===== config.mk =====
export PLATFORM = sky130hd
export DESIGN_NAME = kmkz_exceptions
export DESIGN_NICKNAME = d
export VERILOG_FILES = /design/src/rtl/kmkz_exceptions_pkg.sv /design/src/rtl/kmkz_exceptions_irq_sync.sv /design/src/rtl/kmkz_exceptions.sv
export SDC_FILE = /design/constraint.sdc
export NUM_CORES = 1
export LEC_CHECK = 0
export BUFFER_PORTS_ARGS = -buffer_cell sky130_fd_sc_hd__buf_2
export CAP_MARGIN = 20
export CORE_AREA = 3 3 110 112
export DETAILED_ROUTE_END_ITERATION = 8
export DIE_AREA = 0 0 113 115
export PLACE_DENSITY_LB_ADDON = 0.2
export SLEW_MARGIN = 10
export SYNTH_ARGS = -nofsm -noshare
export SYNTH_HDL_FRONTEND = slang
export SYNTH_SLANG_ARGS = --single-unit

===== constraint.sdc =====
create_clock -name clk_i -period 4.7 [get_ports clk_i]
set_input_delay 0.705 -clock clk_i [delete_from_list [all_inputs] [get_ports clk_i]]
set_output_delay 0.705 -clock clk_i [all_outputs]
set_load 0.02 [all_outputs]

===== src/rtl/kmkz_exceptions_pkg.sv =====
// Shared CSR addresses, cause codes, mstatus bit positions and interrupt FSM states
// for the machine-mode trap block.
package kmkz_exceptions_pkg;

    localparam logic [11:0] CSR_ID_MSTATUS = 12'h300;
    localparam logic [11:0] CSR_ID_MIE     = 12'h304;
    localparam logic [11:0] CSR_ID_MTVEC   = 12'h305;
    localparam logic [11:0] CSR_ID_MEPC    = 12'h341;
    localparam logic [11:0] CSR_ID_MCAUSE  = 12'h342;
    localparam logic [11:0] CSR_ID_MIP     = 12'h344;

    localparam logic [3:0] EXC_IRQ_TIMER = 4'd7;
    localparam logic [3:0] EXC_IRQ_EXT   = 4'd11;

    localparam int unsigned MSTATUS_MIE  = 3;
    localparam int unsigned MSTATUS_MPIE = 7;

    typedef enum logic [1:0] {
        IRQ_IDLE = 2'd0,
        IRQ_REQ  = 2'd1,
        IRQ_ACK  = 2'd2
    } irq_state_e;

    function automatic logic [31:0] mstatus_word(input logic mpie, input logic mie);
        return {19'b0, 2'b11, 3'b0, mpie, 3'b0, mie, 3'b0};
    endfunction

endpackage


===== src/rtl/kmkz_exceptions_irq_sync.sv =====
// Reset-to-0 multi-flop synchronizer for the asynchronous external interrupt line.
module kmkz_irq_sync #(
    parameter int unsigned STAGES = 2
) (
    input  logic clk_i,
    input  logic rst_i,
    input  logic async_i,
    output logic sync_o
);

    logic [STAGES-1:0] sync_q;

    always_ff @(posedge clk_i or negedge rst_i) begin
        if (!rst_i) begin
            sync_q <= '0;
        end else begin
            sync_q <= {sync_q[STAGES-2:0], async_i};
        end
    end

    assign sync_o = sync_q[STAGES-1];

endmodule


===== src/rtl/kmkz_exceptions.sv =====
// Machine-mode trap/interrupt state: mstatus, mie, mip, mepc, mcause and interrupt request FSM.
// Define KMKZ_MTVEC_EN to add a writable mtvec register and the csr_mtvec_o port.
module kmkz_exceptions
    import kmkz_exceptions_pkg::*;
#(
    parameter logic [31:0] TRAP_VECTOR = 32'h0000_0008,
    parameter int unsigned SYNC_STAGES = 2
) (
    input  logic        clk_i,
    input  logic        rst_i,
    input  logic        x_stall_i,
    input  logic        x_kill_i,
    input  logic        d_is_csr_i,
    input  logic        d_is_mret_i,
    input  logic [11:0] d_csr_sel_i,
    input  logic [31:0] x_csr_write_value_i,
    input  logic        x_exception_i,
    input  logic [3:0]  x_exception_cause_i,
    input  logic [31:0] x_exception_pc_i,
    input  logic        ext_irq_i,
    input  logic        timer_irq_i,
    output logic        irq_o,
    input  logic        irq_ack_i,
    output logic [31:0] trap_vector_o,
    output logic [31:0] csr_mstatus_o,
    output logic [31:0] csr_mip_o,
    output logic [31:0] csr_mie_o,
    output logic [31:0] csr_mepc_o,
    output logic [31:0] csr_mcause_o
`ifdef KMKZ_MTVEC_EN
    ,
    output logic [31:0] csr_mtvec_o
`endif
);

    logic        update;
    logic        exc_commit;
    logic        ack_take;
    logic        mret_commit;
    logic        csr_commit;

    logic        ext_irq_sync;
    logic        irq_ext_live;
    logic        irq_tim_live;
    logic        pending;
    logic [3:0]  pending_code;
    logic        latched_en_d;

    logic        mstatus_mie_q, mstatus_mie_d;
    logic        mstatus_mpie_q, mstatus_mpie_d;
    logic        mie_meie_q, mie_meie_d;
    logic        mie_mtie_q, mie_mtie_d;
    logic [31:0] mepc_q, mepc_d;
    logic        mcause_int_q, mcause_int_d;
    logic [3:0]  mcause_code_q, mcause_code_d;
`ifdef KMKZ_MTVEC_EN
    logic [31:0] mtvec_q, mtvec_d;
`endif

    irq_state_e  state_q, state_d;
    logic [3:0]  irq_code_q, irq_code_d;

    kmkz_irq_sync #(
        .STAGES (SYNC_STAGES)
    ) u_irq_sync (
        .clk_i   (clk_i),
        .rst_i   (rst_i),
        .async_i (ext_irq_i),
        .sync_o  (ext_irq_sync)
    );

    // Only one source may modify trap state per cycle: exception > ack > MRET > CSR write.
    always_comb begin
        update      = !x_stall_i && !x_kill_i;
        exc_commit  = update && x_exception_i;
        ack_take    = (state_q == IRQ_REQ) && irq_ack_i && !exc_commit;
        mret_commit = update && d_is_mret_i && !exc_commit && !ack_take;
        csr_commit  = update && d_is_csr_i && !d_is_mret_i && !exc_commit && !ack_take;
    end

    always_comb begin
        irq_ext_live = ext_irq_sync && mie_meie_q;
        irq_tim_live = timer_irq_i && mie_mtie_q;
        pending      = mstatus_mie_q && (irq_ext_live || irq_tim_live);
        pending_code = irq_ext_live ? EXC_IRQ_EXT : EXC_IRQ_TIMER;
    end

    always_comb begin
        mstatus_mie_d  = mstatus_mie_q;
        mstatus_mpie_d = mstatus_mpie_q;
        mie_meie_d     = mie_meie_q;
        mie_mtie_d     = mie_mtie_q;
        mepc_d         = mepc_q;
        mcause_int_d   = mcause_int_q;
        mcause_code_d  = mcause_code_q;
`ifdef KMKZ_MTVEC_EN
        mtvec_d        = mtvec_q;
`endif
        if (exc_commit) begin
            mepc_d         = x_exception_pc_i & 32'hFFFF_FFFE;
            mcause_int_d   = 1'b0;
            mcause_code_d  = x_exception_cause_i;
            mstatus_mpie_d = mstatus_mie_q;
            mstatus_mie_d  = 1'b0;
        end else if (ack_take) begin
            mepc_d         = x_exception_pc_i & 32'hFFFF_FFFE;
            mcause_int_d   = 1'b1;
            mcause_code_d  = irq_code_q;
            mstatus_mpie_d = mstatus_mie_q;
            mstatus_mie_d  = 1'b0;
        end else if (mret_commit) begin
            mstatus_mie_d  = mstatus_mpie_q;
            mstatus_mpie_d = 1'b1;
        end else if (csr_commit) begin
            case (d_csr_sel_i)
                CSR_ID_MSTATUS: begin
                    mstatus_mie_d  = x_csr_write_value_i[MSTATUS_MIE];
                    mstatus_mpie_d = x_csr_write_value_i[MSTATUS_MPIE];
                end
                CSR_ID_MIE: begin
                    mie_meie_d = x_csr_write_value_i[11];
                    mie_mtie_d = x_csr_write_value_i[7];
                end
                CSR_ID_MEPC:   mepc_d = x_csr_write_value_i & 32'hFFFF_FFFE;
                CSR_ID_MCAUSE: begin
                    mcause_int_d  = x_csr_write_value_i[31];
                    mcause_code_d = x_csr_write_value_i[3:0];
                end
`ifdef KMKZ_MTVEC_EN
                CSR_ID_MTVEC:  mtvec_d = x_csr_write_value_i & 32'hFFFF_FFFC;
`else
                CSR_ID_MTVEC: ;
`endif
                CSR_ID_MIP: ;
                default: ;
            endcase
        end
    end

    // A request is withdrawn whenever the enables that justified it will not hold next
    // cycle; entry is also suppressed when a committed exception clears MIE this cycle.
    always_comb begin
        state_d      = state_q;
        irq_code_d   = irq_code_q;
        latched_en_d = (irq_code_q == EXC_IRQ_EXT) ? mie_meie_d : mie_mtie_d;
        case (state_q)
            IRQ_IDLE: begin
                if (pending && !x_stall_i && !exc_commit) begin
                    state_d    = IRQ_REQ;
                    irq_code_d = pending_code;
                end
            end
            IRQ_REQ: begin
                if (exc_commit) begin
                    state_d = IRQ_IDLE;
                end else if (ack_take) begin
                    state_d = IRQ_ACK;
                end else if (!mstatus_mie_d || !latched_en_d) begin
                    state_d = IRQ_IDLE;
                end
            end
            IRQ_ACK:  state_d = IRQ_IDLE;
            default:  state_d = IRQ_IDLE;
        endcase
    end

    always_ff @(posedge clk_i or negedge rst_i) begin
        if (!rst_i) begin
            mstatus_mie_q  <= 1'b0;
            mstatus_mpie_q <= 1'b0;
            mie_meie_q     <= 1'b0;
            mie_mtie_q     <= 1'b0;
            mepc_q         <= '0;
            mcause_int_q   <= 1'b0;
            mcause_code_q  <= '0;
`ifdef KMKZ_MTVEC_EN
            mtvec_q        <= TRAP_VECTOR & 32'hFFFF_FFFC;
`endif
            state_q        <= IRQ_IDLE;
            irq_code_q     <= '0;
        end else begin
            mstatus_mie_q  <= mstatus_mie_d;
            mstatus_mpie_q <= mstatus_mpie_d;
            mie_meie_q     <= mie_meie_d;
            mie_mtie_q     <= mie_mtie_d;
            mepc_q         <= mepc_d;
            mcause_int_q   <= mcause_int_d;
            mcause_code_q  <= mcause_code_d;
`ifdef KMKZ_MTVEC_EN
            mtvec_q        <= mtvec_d;
`endif
            state_q        <= state_d;
            irq_code_q     <= irq_code_d;
        end
    end

    assign irq_o         = (state_q == IRQ_REQ);
    assign csr_mstatus_o = mstatus_word(mstatus_mpie_q, mstatus_mie_q);
    assign csr_mip_o     = {20'b0, ext_irq_sync, 3'b0, timer_irq_i, 7'b0};
    assign csr_mie_o     = {20'b0, mie_meie_q, 3'b0, mie_mtie_q, 7'b0};
    assign csr_mepc_o    = mepc_q;
    assign csr_mcause_o  = {mcause_int_q, 27'b0, mcause_code_q};
`ifdef KMKZ_MTVEC_EN
    assign csr_mtvec_o   = mtvec_q;
    assign trap_vector_o = mtvec_q;
`else
    assign trap_vector_o = TRAP_VECTOR & 32'hFFFF_FFFC;
`endif

endmodule


**Yosys cells after proc, flatten, opt, wreduce, memory -nomap -nowiden**

Index checks and enable logic that the tools add are counted.

- Multiplexer cells: 42
- Equal/unequal tests: 9
- Reduce and logical (&&, ||, !) cells: 36

Operators with widths:

| cell | number |
|---|---|
| 32-bit 2-to-1 mux | 5 |
| 12-bit by 10-bit == test with 1-bit output (second input constant) | 4 |
| 1-bit 2-to-1 mux | 26 |
| 4-bit 2-to-1 mux | 6 |
| 1-bit logical AND | 16 |
| 3-bit nonzero test | 3 |
| 2-bit 2-to-1 mux | 4 |
| 4-bit nonzero test | 2 |
| 1-bit logical NOT | 7 |
| 2-bit AND reduction | 3 |
| 3-bit AND reduction | 2 |
| 4-bit == test (second input constant) | 1 |
| 4-bit by 1-bit != test with 1-bit output (second input constant) | 1 |
| 2-bit one-hot mux with 2 select lines | 1 |
| 3-bit != test (second input constant) | 1 |
| 2-bit by 1-bit == test with 1-bit output (second input constant) | 1 |
| 2-bit logical NOT | 1 |
| 1-bit logical OR | 2 |
| 2-bit != test (second input constant) | 1 |

- Word-level logic and storage cells: 97
- Flip-flop bits (word level): 49
- Input port bits: 90

**Logic depth before layout (Yosys ltp)**

Gate-level depths: netlist of run 1.

- Word-level depth: 18
- Depth in mapped cells: 6
- Mapped depth without buffers: 5

**Cells and area by module**

Synthesis of run 1 repeated with hierarchy kept, for this count alone.

- Cells, all modules: 377
- Area total of the unflattened synthesis: 3498.4 µm²

By module, submodules not included:

| module | seq. area each (µm²) | instances | cells an instance | area an instance (µm²) |
|---|---|---|---|---|
| kmkz_exceptions | 1126.1 | 1 | 375 | 3448.3 |
| kmkz_irq_sync | 50.0 | 1 | 2 | 50.0 |

**Worst setup path before layout of run 1**

Ideal clock, no wire load.

- Path type: input port to flip-flop
- From: input port d_is_mret_i
- To: register mcause_code_q[0]
- Arrival time: 1882 ps
- Cell stages on the path: 5
- Library setup time: 128 ps
- Required time: 4572 ps
- Path buffers: 0
- Setup slack: 2691 ps
- Path through: nor4_2 > and4b_1 > nand4b_1 > nand2_1 > mux2_1

- Longest elaborated chain between the ends: 6
- Elaborated cells on any way between the ends: 10

RTL lines:

| item | line | text |
|---|---|---|
| from (decl) | kmkz_exceptions.sv:14 | `input logic d_is_mret_i,` |
| 1-bit logical NOT | kmkz_exceptions.sv:78 | `csr_commit = update && d_is_csr_i && !d_is_mret_i && !exc_commit && !ack_take;` |
| 1-bit logical AND (3 in a row) | kmkz_exceptions.sv:78 |  |
| 3-bit nonzero test (no line) | -- |  |
| 3-bit AND reduction (no line) (*) | -- |  |
| to (signal assigned) | kmkz_exceptions.sv:188 | `mcause_code_q <= mcause_code_d;` |
| to (decl) | kmkz_exceptions.sv:55 | `logic [3:0] mcause_code_q, mcause_code_d;` |

Mark *: on every way between the ends. The rest lies on a longest branch, timed or not.
A chain may end at the register's enable or synchronous reset.

**Worst setup path in the final report of run 1**

- From: input port d_is_mret_i
- To: register mepc_q[9], in the netlist csr_mepc_o[9]

- Longest elaborated chain between the ends: 6
- Elaborated cells on any way between the ends: 10

RTL lines:

| item | line | text |
|---|---|---|
| 1-bit logical NOT | kmkz_exceptions.sv:78 |  |
| 1-bit logical AND (3 in a row) | kmkz_exceptions.sv:78 |  |
| 3-bit nonzero test (no line) | -- |  |
| 3-bit AND reduction (no line) (*) | -- |  |
| to (signal assigned) | kmkz_exceptions.sv:186 | `mepc_q <= mepc_d;` |
| to (decl) | kmkz_exceptions.sv:53 | `logic [31:0] mepc_q, mepc_d;` |

Marked as above.

==> results by group, run 1 <==
Power and ir drop
  – PD cells: between 300 and 400 mW/mm^2
  – Sw Ratio: 0.347
  – Combinational group share of total power: 0.289
  – P_leak: between 2 and 2.5 nW
  – P_sw: 0.430 mW
  – Clock power share: 0.318
  – VDD IR max: between 0.1 and 0.15 mV
  – Internal Pwr Total: 0.808 mW
  – Sequential share of power: 0.393

Global route
  – Global route total overflow: 0
  – Global-route wire length before repair: 11,300 um
  – Overall Global Routing Usage: 0.106
  – Initial antenna violation count: 0
  – Largest net degree at the start of global routing: 37
  – Vias in the first global route: 2,293

Hold path
  – Hold Path Sink: u_irq_sync.sync_q[1]
  – Hold Crit Depth: 0
  – Hold path startpoint: u_irq_sync.sync_q[0]
  – Hold WC Path Type: register to register

Routing
  – DR pass1 iterations: 4
  – 1st-iter DRT viols: 93
  – DRC Markers: 0
  – Vias post-DR: 2,482
  – WL final: approximately 7500 um
  – ANT nets after route: 0
  – Vias per Instance: 3.87
  – Avg WL per Cell: 11.7 um

Layout
  – Multi-input logic area: between 0.0015 and 0.002 sq mm
  – Register area: 0.00118 sq mm
  – Fill count: 1,231
  – N_diodes: 0
  – Final nets: 589
  – Finished Core Util: 0.342
  – Layout cells sized above 1: 0.303
  – Layout area overhead: 10.4%

Worst setup path
  – Max FO, Critical Path: 22
  – WS Path Type: input pin to register
  – WP data arrival: 2.77 ns
  – Crit end category: register
  – Critical R2R Launch: state_q[1]
  – RR Endpoint: csr_mepc_o[27]
  – Startpoint types: input pin
  – Reg2Reg Depth: 4
  – FF-to-FF setup slack: 2.63 ns
  – Worst EP required: about 4.8 ns

Yosys
  – Synth area leaders: buf_4, dfrtp_1, mux2i_1
  – Yosys top cell by area: buf_4
  – Largest family of logic cells by synthesized area: buffers and inverters
  – Post-synth EDFFs: 0
  – Cell variety after synth: 33
  – Synth Area per Inst: 9.29 sq um
  – Synth Warn #: 0
  – Synth Flop Type: dfrtp_1
  – Simple-gate area share of the yosys netlist: 0.111
  – Seq/Total Area, Yosys: 0.336
  – Post-Synth Adder-Cell Area: 0
  – Asr flop ratio synth: 1.00
  – Synth Area in Compound Gates: 0.0675
  – Post-Synthesis Cells: between 300 and 400
  – Synth Area in XOR/XNOR: 0
  – Yosys top cell area share: 0.337
  – Post-Syn Area: 0.00350 sq mm
  – Post-synthesis mux area share: 0.132
  – Flops & latches, synth: 47

Timing
  – Final setup vio count: 0
  – Final Hold Violating Endpoints: 0
  – Actual slew at the worst max-slew pin: roughly 0.78 ns
  – Final period util: 0.562
  – Setup TNS Final: 0 ns
  – Clock period minus final worst setup slack: 2.64 ns
  – Slew HR: 0.478
  – RSZ-0062 raised after global routing: false
  – Maximum clock rate: 0.379 GHz
  – WHS: 0.349 ns
  – Slew Viols, Final: 0
  – Worst clock skew: approximately 0.0032 ns

Floorplanning
  – Die width: 113 um
  – Initial core utilization: 0.309
  – Die H: 115 um
  – Die ar.: 0.0130 sq mm
  – Site row count: 39
  – I/O pins: roughly 280
  – Core area: 0.0113 sq mm

Clock network
  – H-tree levels: 2
  – Post-CTS setup buffer count: 0
  – Clock latency on the worst-skew pair: 0.28 ns
  – Clock tree sinks: 47
  – Num CTS Buffers: 5
  – Worst-path clk slew: 0.06 ns
  – Root buffer cell: clkbuf_16
  – Clock tree buffer depth: 2
  – Post-CTS sizing: 0
  – Hold-fix buffers, CTS: 0
  – CTS tree: built

Run status
  – Status: complete, no violations

Flow run
  – Max Cap Violations: 0

Place
  – Placer Congestion: 0.743
  – Post-DP HPWL: 6090 um
  – Port bufs: 131
synthesized netlist by cell type, types with 2 or more instances:
| master | instances |
|---|---|
| buf_4 | 157 |
| dfrtp_1 | 47 |
| nand2_1 | 41 |
| mux2i_1 | 38 |
| o21ai_0 | 36 |
| buf_2 | 8 |
| nor2_1 | 7 |
| a21oi_1 | 4 |
| mux2_1 | 4 |
| nand2b_1 | 4 |
| clkbuf_1 | 3 |
| nand3b_1 | 3 |
| conb_1 | 2 |
| mux2_2 | 2 |
| nand4_1 | 2 |
| nand4b_1 | 2 |
area by class of cell:
type,count,area share
clock buffers,6,0.0333
multi-input cells,310,0.428
clock inverters,1,0.00777
flip-flops and latches,47,0.304
repair buffers,135,0.181
well taps,143,0.0463
critical path, stage by stage:
cell,delay (ns)
buf_2,0.11
nor4_2,0.41
nand4_1,0.71
buf_4,0.53
mux2i_1,0.19
o21ai_0,0.09
power groups by stage:
stage               Combinational [mW]  Clock, mW  Sequential (mW)
finish                           0.358      0.394            0.486
detailed placement               0.359          0            0.494
CTS                              0.359      0.418            0.487
global placement                 0.355          0            0.493
floorplan                        0.274          0            0.555
global route                     0.391      0.429            0.496
per-layer routing:
metal,track usage,part of all wire,up-vias
li1,-,-,1185
met5,0,0,-
met1,0.130,0.38,1152
met2,0.186,0.51,141
met4,0.0216,0.0046,0
met3,0.0316,0.10,4
state kept, by name, indices dropped and copies added, names as in the netlist:
register           flops
u_irq_sync.sync_q      2
mstatus_mie_q          1
mcause_int_q           1
mcause_code_q          4
mie_meie_q             1
irq_code_q             3
mstatus_mpie_q         1
mie_mtie_q             1
csr_mepc_o            31
state_q                2
per-stage QoR:
| step | cells | area (sq um) | worst slack [ns] | power, mW |
|---|---|---|---|---|
| after floorplan | 525 | 4060 | 2.69 | 0.829 |
| after global placement | 634 | 3690 | 1.72 | 0.848 |
| final | 642 | 3870 | 2.06 | 1.24 |
| after CTS | 642 | 3870 | 1.95 | 1.26 |
| after global routing | 642 | 3870 | 1.76 | 1.32 |
| after detailed placement | 635 | 3710 | 1.67 | 0.853 |
worst max path at each step:
stage | from | end | slack [ns]
floorplan | d_is_mret_i | mcause_code_q[0] | 2.69
global placement | d_is_mret_i | csr_mepc_o[6] | 1.72
detailed placement | d_is_mret_i | csr_mepc_o[9] | 1.67
CTS | d_is_mret_i | csr_mepc_o[9] | 1.95
global route | d_is_mret_i | csr_mepc_o[9] | 1.76
finish | d_is_mret_i | csr_mepc_o[9] | 2.06
logic make-up after synthesis:
group           after synthesis
buf+inv                     168
compound gates               44
other cells                   2
simple gates                 71
mux                          45
flops                        47
layout by cell type (no fill, tap or decap), drive strengths merged:
master  count
nand4b      2
or4b        1
nor4        2
nor2b       1
nor4b       1
nand3b      3
nand2b      4
buf       135
clkbuf      6
and3        1
conb      150
nor4bb      1
bufinv      1
nor3b       1
a211o       1
and4b       1
mux2        7
nand4       2
a21oi       4
nor3        2
nand2      41
o21ai      37
a31oi       1
dfrtp      47
nor2        7
o41ai       1
mux2i      38
and4bb      1
(Power assumes the default switching activity.)
==> run 2, diff against run 1 <==
==> constraint.sdc (replaced) <==
create_clock -name clk_i -period 2.8 [get_ports clk_i]
set_input_delay 0.42 -clock clk_i [delete_from_list [all_inputs] [get_ports clk_i]]
set_output_delay 0.42 -clock clk_i [all_outputs]
set_load 0.02 [all_outputs]
==> results by group, run 2 (synthesis results as in run 1) <==
Worst setup path
  – Crit end category: register
  – Worst EP required: ~3.0 ns
  – Reg2Reg Depth: 4
  – Critical R2R Launch: state_q[0]
  – FF-to-FF setup slack: 0.93 ns
  – WP data arrival: 2.04 ns
  – Slowest cell on the critical path: dfrtp_1
  – Family with the most delay on the worst path: simple AND/OR/NAND/NOR gates
  – Levels on crit path: 4
  – WS Path Type: register to register
  – CP cell instances: nand3b_1, nand2b_2, nor3_4, mux2_2
  – Startpoint types: register
  – RR Endpoint: mie_meie_q
  – Max FO, Critical Path: 22
  – Launch point of the worst path: state_q[0]
  – Worst setup endpoint: mie_meie_q
  – Worst Path Buf+Inv: 0
  – CP peak stage delay: 0.38 ns

Power and ir drop
  – Sw Ratio: 0.348
  – Internal Pwr Total: around 1.4 mW
  – PD cells: 537 mW/mm^2
  – P_leak: 2.32 nW
  – VDD IR max: 0.216 mV
  – Clock power share: 0.319
  – Combinational group share of total power: 0.288
  – Post-layout power: 2.08 mW
  – Sequential share of power: 0.393
  – P_sw: 0.723 mW

Timing
  – Final Worst Setup Slack: 0.933 ns
  – Setup TNS Final: 0 ns
  – WHS: 0.140 ns
  – Actual slew at the worst max-slew pin: 0.596 ns
  – Final setup vio count: 0
  – Worst clock skew: roughly 0.0036 ns
  – Slew Viols, Final: 0
  – Final period util: 0.667
  – Final Hold Violating Endpoints: 0
  – Slew HR: 0.603
  – Clock period minus final worst setup slack: 1.87 ns
  – Maximum clock rate: between 0.5 and 0.6 GHz
  – RSZ-0062 raised after global routing: false

Global route
  – Overall Global Routing Usage: 0.108
  – Global-route wire length before repair: between 10,000 and 15,000 um
  – Initial antenna violation count: 0
  – Vias in the first global route: approximately 2,200
  – Largest net degree at the start of global routing: 45
  – Global route total overflow: 0

Clock network
  – Clock latency on the worst-skew pair: 0.28 ns
  – Root buffer cell: clkbuf_16
  – Num CTS Buffers: 5
  – Post-CTS sizing: 0
  – CTS tree: built
  – Clock tree buffer depth: 2
  – Post-CTS setup buffer count: 0
  – Worst-path clk slew: 0.06 ns
  – Hold-fix buffers, CTS: 0
  – Clock tree sinks: 47
  – H-tree levels: 2

Routing
  – Vias per Instance: 3.81
  – 1st-iter DRT viols: 133
  – ANT nets after route: 0
  – DR pass1 iterations: 4
  – Avg WL per Cell: roughly 12 um
  – WL final: 7670 um
  – DRC Markers: 0
  – Vias post-DR: 2,453

Layout
  – N_diodes: 0
  – Layout area overhead: 10.6%
  – Max reg flops: 31
  – Layout cells sized above 1: 0.304
  – Most frequent cells in the layout: conb_1, buf_2, dfrtp_1
  – Fill count: approximately 1,200
  – Leading cell type in the layout, fill and taps excluded: conb_1
  – Design Area, Final: 0.00387 sq mm
  – Final nets: 590
  – Final std cells w/o fill: 643
  – Finished Core Util: 0.342

Floorplanning
  – Die H: 115 um
  – Die width: around 110 um
  – I/O pins: 283
  – Initial core utilization: 0.309
  – Core area: between 0.01 and 0.015 sq mm
  – Die ar.: 0.0130 sq mm
  – Site row count: 39

Place
  – Placed cell count: between 600 and 700
  – Post-DP HPWL: 6140 um
  – Port bufs: 131
  – Place WS: ~0.69 ns
  – Placer Congestion: 0.747
  – Post-DP Area: 0.00371 sq mm

Run status
  – Status: complete, no violations

Hold path
  – Hold WC Path Type: input pin to asynchronous set/reset pin

Flow run
  – Max Cap Violations: 0
[run 2: worst min-delay path by stage]
stage	endpoint	slack (ns)	cells past startpoint
floorplan	csr_mepc_o[10]	0.12	0
global placement	u_irq_sync.sync_q[1]	0.34	0
detailed placement	u_irq_sync.sync_q[1]	0.34	0
CTS	csr_mepc_o[31]	0.16	1
global route	mcause_int_q	0.19	1
finish	mcause_int_q	0.14	1
[run 2: metal layers]
layer  share of wire  track usage
met3           0.099       0.0295
met2            0.50        0.182
met1            0.40        0.138
met4          0.0025       0.0240
met5               0            0
[run 2: area by class of cell]
cell class | count | area, sq um | share of cell area
clock inverters | 1 | 30.0 | 0.00775
repair buffers | 136 | 706 | 0.182
flip-flops and latches | 47 | 1180 | 0.304
well taps | 143 | 179 | 0.0462
clock buffers | 6 | 129 | 0.0333
multi-input cells | 310 | 1650 | 0.427
[run 2: power groups by stage]
| stage | logic (mW) | registers [mW] | clock network, mW |
|---|---|---|---|
| detailed placement | 0.604 | 0.831 | 0 |
| finish | 0.599 | 0.818 | 0.662 |
| global route | 0.653 | 0.832 | 0.723 |
| floorplan | 0.459 | 0.932 | 0 |
| global placement | 0.599 | 0.828 | 0 |
| CTS | 0.603 | 0.820 | 0.698 |
==> run 3, diff against run 2 <==
==> constraint.sdc (replaced) <==
create_clock -name clk_i -period 1.8 [get_ports clk_i]
set_input_delay 0.27 -clock clk_i [delete_from_list [all_inputs] [get_ports clk_i]]
set_output_delay 0.27 -clock clk_i [all_outputs]
set_load 0.02 [all_outputs]
==> results by group, run 3 (synthesis results as in run 1) <==
Run status
  – Status: complete, no violations

Worst setup path
  – Slowest cell on the critical path: or4b_1
  – RR Endpoint: irq_code_q[2]
  – Family with the most delay on the worst path: simple AND/OR/NAND/NOR gates
  – WP data arrival: 1.84 ns
  – Max FO, Critical Path: 3
  – FF-to-FF setup slack: 0.13 ns
  – Startpoint types: register
  – CP cell instances: or4b_1, a211o_1, mux2_4
  – Launch point of the worst path: state_q[1]
  – Crit end category: register
  – Critical R2R Launch: state_q[1]
  – WS Path Type: register to register
  – Worst Path Buf+Inv: 0
  – CP peak stage delay: around 0.54 ns
  – Reg2Reg Depth: 3
  – Worst EP required: 1.97 ns

Routing
  – WL final: roughly 7600 um
  – 1st-iter DRT viols: 64
  – Max layer used: met4
  – DRC Markers: 0
  – Vias post-DR: between 2,000 and 2,500
  – Vias per Instance: 3.81
  – Metal3 WL: between 600 and 700 um
  – Avg WL per Cell: approximately 12 um
  – Met2 routed WL: 3850 um
  – DR pass1 iterations: 4
  – ANT nets after route: 0
  – WL met1: ~3000 um

Layout
  – Fill count: 1,230
  – Final nets: ~600
  – Design Area, Final: 0.00394 sq mm
  – Layout area overhead: 12.5%
  – Leading cell type in the layout, fill and taps excluded: conb_1
  – Most frequent cells in the layout: conb_1, buf_2, dfrtp_1
  – Max reg flops: 31
  – Final std cells w/o fill: 652
  – N_diodes: 0
  – Finished Core Util: 0.348
  – Layout cells sized above 1: 0.314

Clock network
  – Root buffer cell: clkbuf_16
  – Clock latency on the worst-skew pair: 0.28 ns
  – Clock tree sinks: 47
  – Clock tree buffer depth: 2
  – Hold-fix buffers, CTS: 1
  – Worst-path clk slew: 0.07 ns
  – H-tree levels: 2
  – Post-CTS setup buffer count: 0
  – Post-CTS sizing: 0
  – CTS tree: built
  – Num CTS Buffers: 5

Floorplanning
  – Site row count: 39
  – I/O pins: between 200 and 300
  – Initial core utilization: 0.309
  – Die ar.: 0.0130 sq mm
  – Die width: 113 um
  – Die H: 115 um
  – Core area: between 0.01 and 0.015 sq mm

Place
  – Placer Congestion: roughly 0.75
  – Post-DP Area: 0.00378 sq mm
  – Place WS: 0.0358 ns
  – Post-DP HPWL: slightly above 6000 um
  – Placed cell count: 643
  – Port bufs: 131

Timing
  – Slew Viols, Final: 0
  – Worst clock skew: between 0.006 and 0.007 ns
  – WHS: 0.0892 ns
  – Final period util: 0.926
  – Final Worst Setup Slack: approximately 0.13 ns
  – Setup TNS Final: 0 ns
  – Final setup vio count: 0
  – Maximum clock rate: ~0.6 GHz
  – RSZ-0062 raised after global routing: false
  – Clock period minus final worst setup slack: 1.67 ns
  – Final Hold Violating Endpoints: 0

Global route
  – Largest net degree at the start of global routing: 44
  – Global-route wire length before repair: 11,000 um
  – Initial antenna violation count: 0
  – Global route total overflow: 0
  – Vias in the first global route: about 2,300
  – Overall Global Routing Usage: 0.105

Power and ir drop
  – PD cells: 801 mW/mm^2
  – P_leak: 2.35 nW
  – VDD IR max: 0.388 mV
  – Post-layout power: around 3.2 mW

Hold path
  – Hold path startpoint: ext_irq_i
  – Hold WC Path Type: input pin to register
  – Hold Path Sink: u_irq_sync.sync_q[0]
  – Hold Crit Depth: 1

Flow run
  – Max Cap Violations: 0
[run 3: changes by cell type in the layout (fill, tap and decap cells not counted)]
cell / change
buf_12: +1
buf_4: +6
clkinv_4: +1
clkbuf_8: +1
bufinv_16: -1
dlygate4sd3_1: +1
[run 3: per-layer routing]
metal,GRT usage,vias to the layer above
li1,-,1200
met1,0.127,1143
met2,0.190,137
met3,0.0263,2
met4,0.0192,0
met5,0,-
[run 3: final cells by class]
type                       count  area, sq um  area share
clock buffer                   7          143      0.0362
sequential                    47         1180       0.298
tap                          143          179      0.0454
multi-input combinational    310         1650       0.420
timing repair buffer         144          781       0.198
clock inverter                 1         8.76     0.00222
[run 3: worst max path at each step]
| stage | endpoint | slack (ns) | depth (start not counted) |
|---|---|---|---|
| after global placement | mcause_code_q[0] | 0.05 | 6 |
| after detailed placement | mcause_code_q[1] | 0.04 | 6 |
| final | irq_code_q[2] | 0.13 | 3 |
| after global routing | irq_code_q[2] | 0.08 | 3 |
| after floorplan | irq_code_q[2] | 0.18 | 3 |
| after CTS | irq_code_q[2] | 0.14 | 3 |
[run 3: worst reg2reg max path, stage by stage, from the launching register on]
cell     delay, ns
dfrtp_1       0.40
or4b_1        0.54
a211o_1       0.31
mux2_4        0.31
[run 3: power breakdown]
part,internal [mW],switching (mW)
Sequential,1.20,0.0737
Combinational,0.271,0.669
Clock,0.556,0.389
Total,2.02,1.13
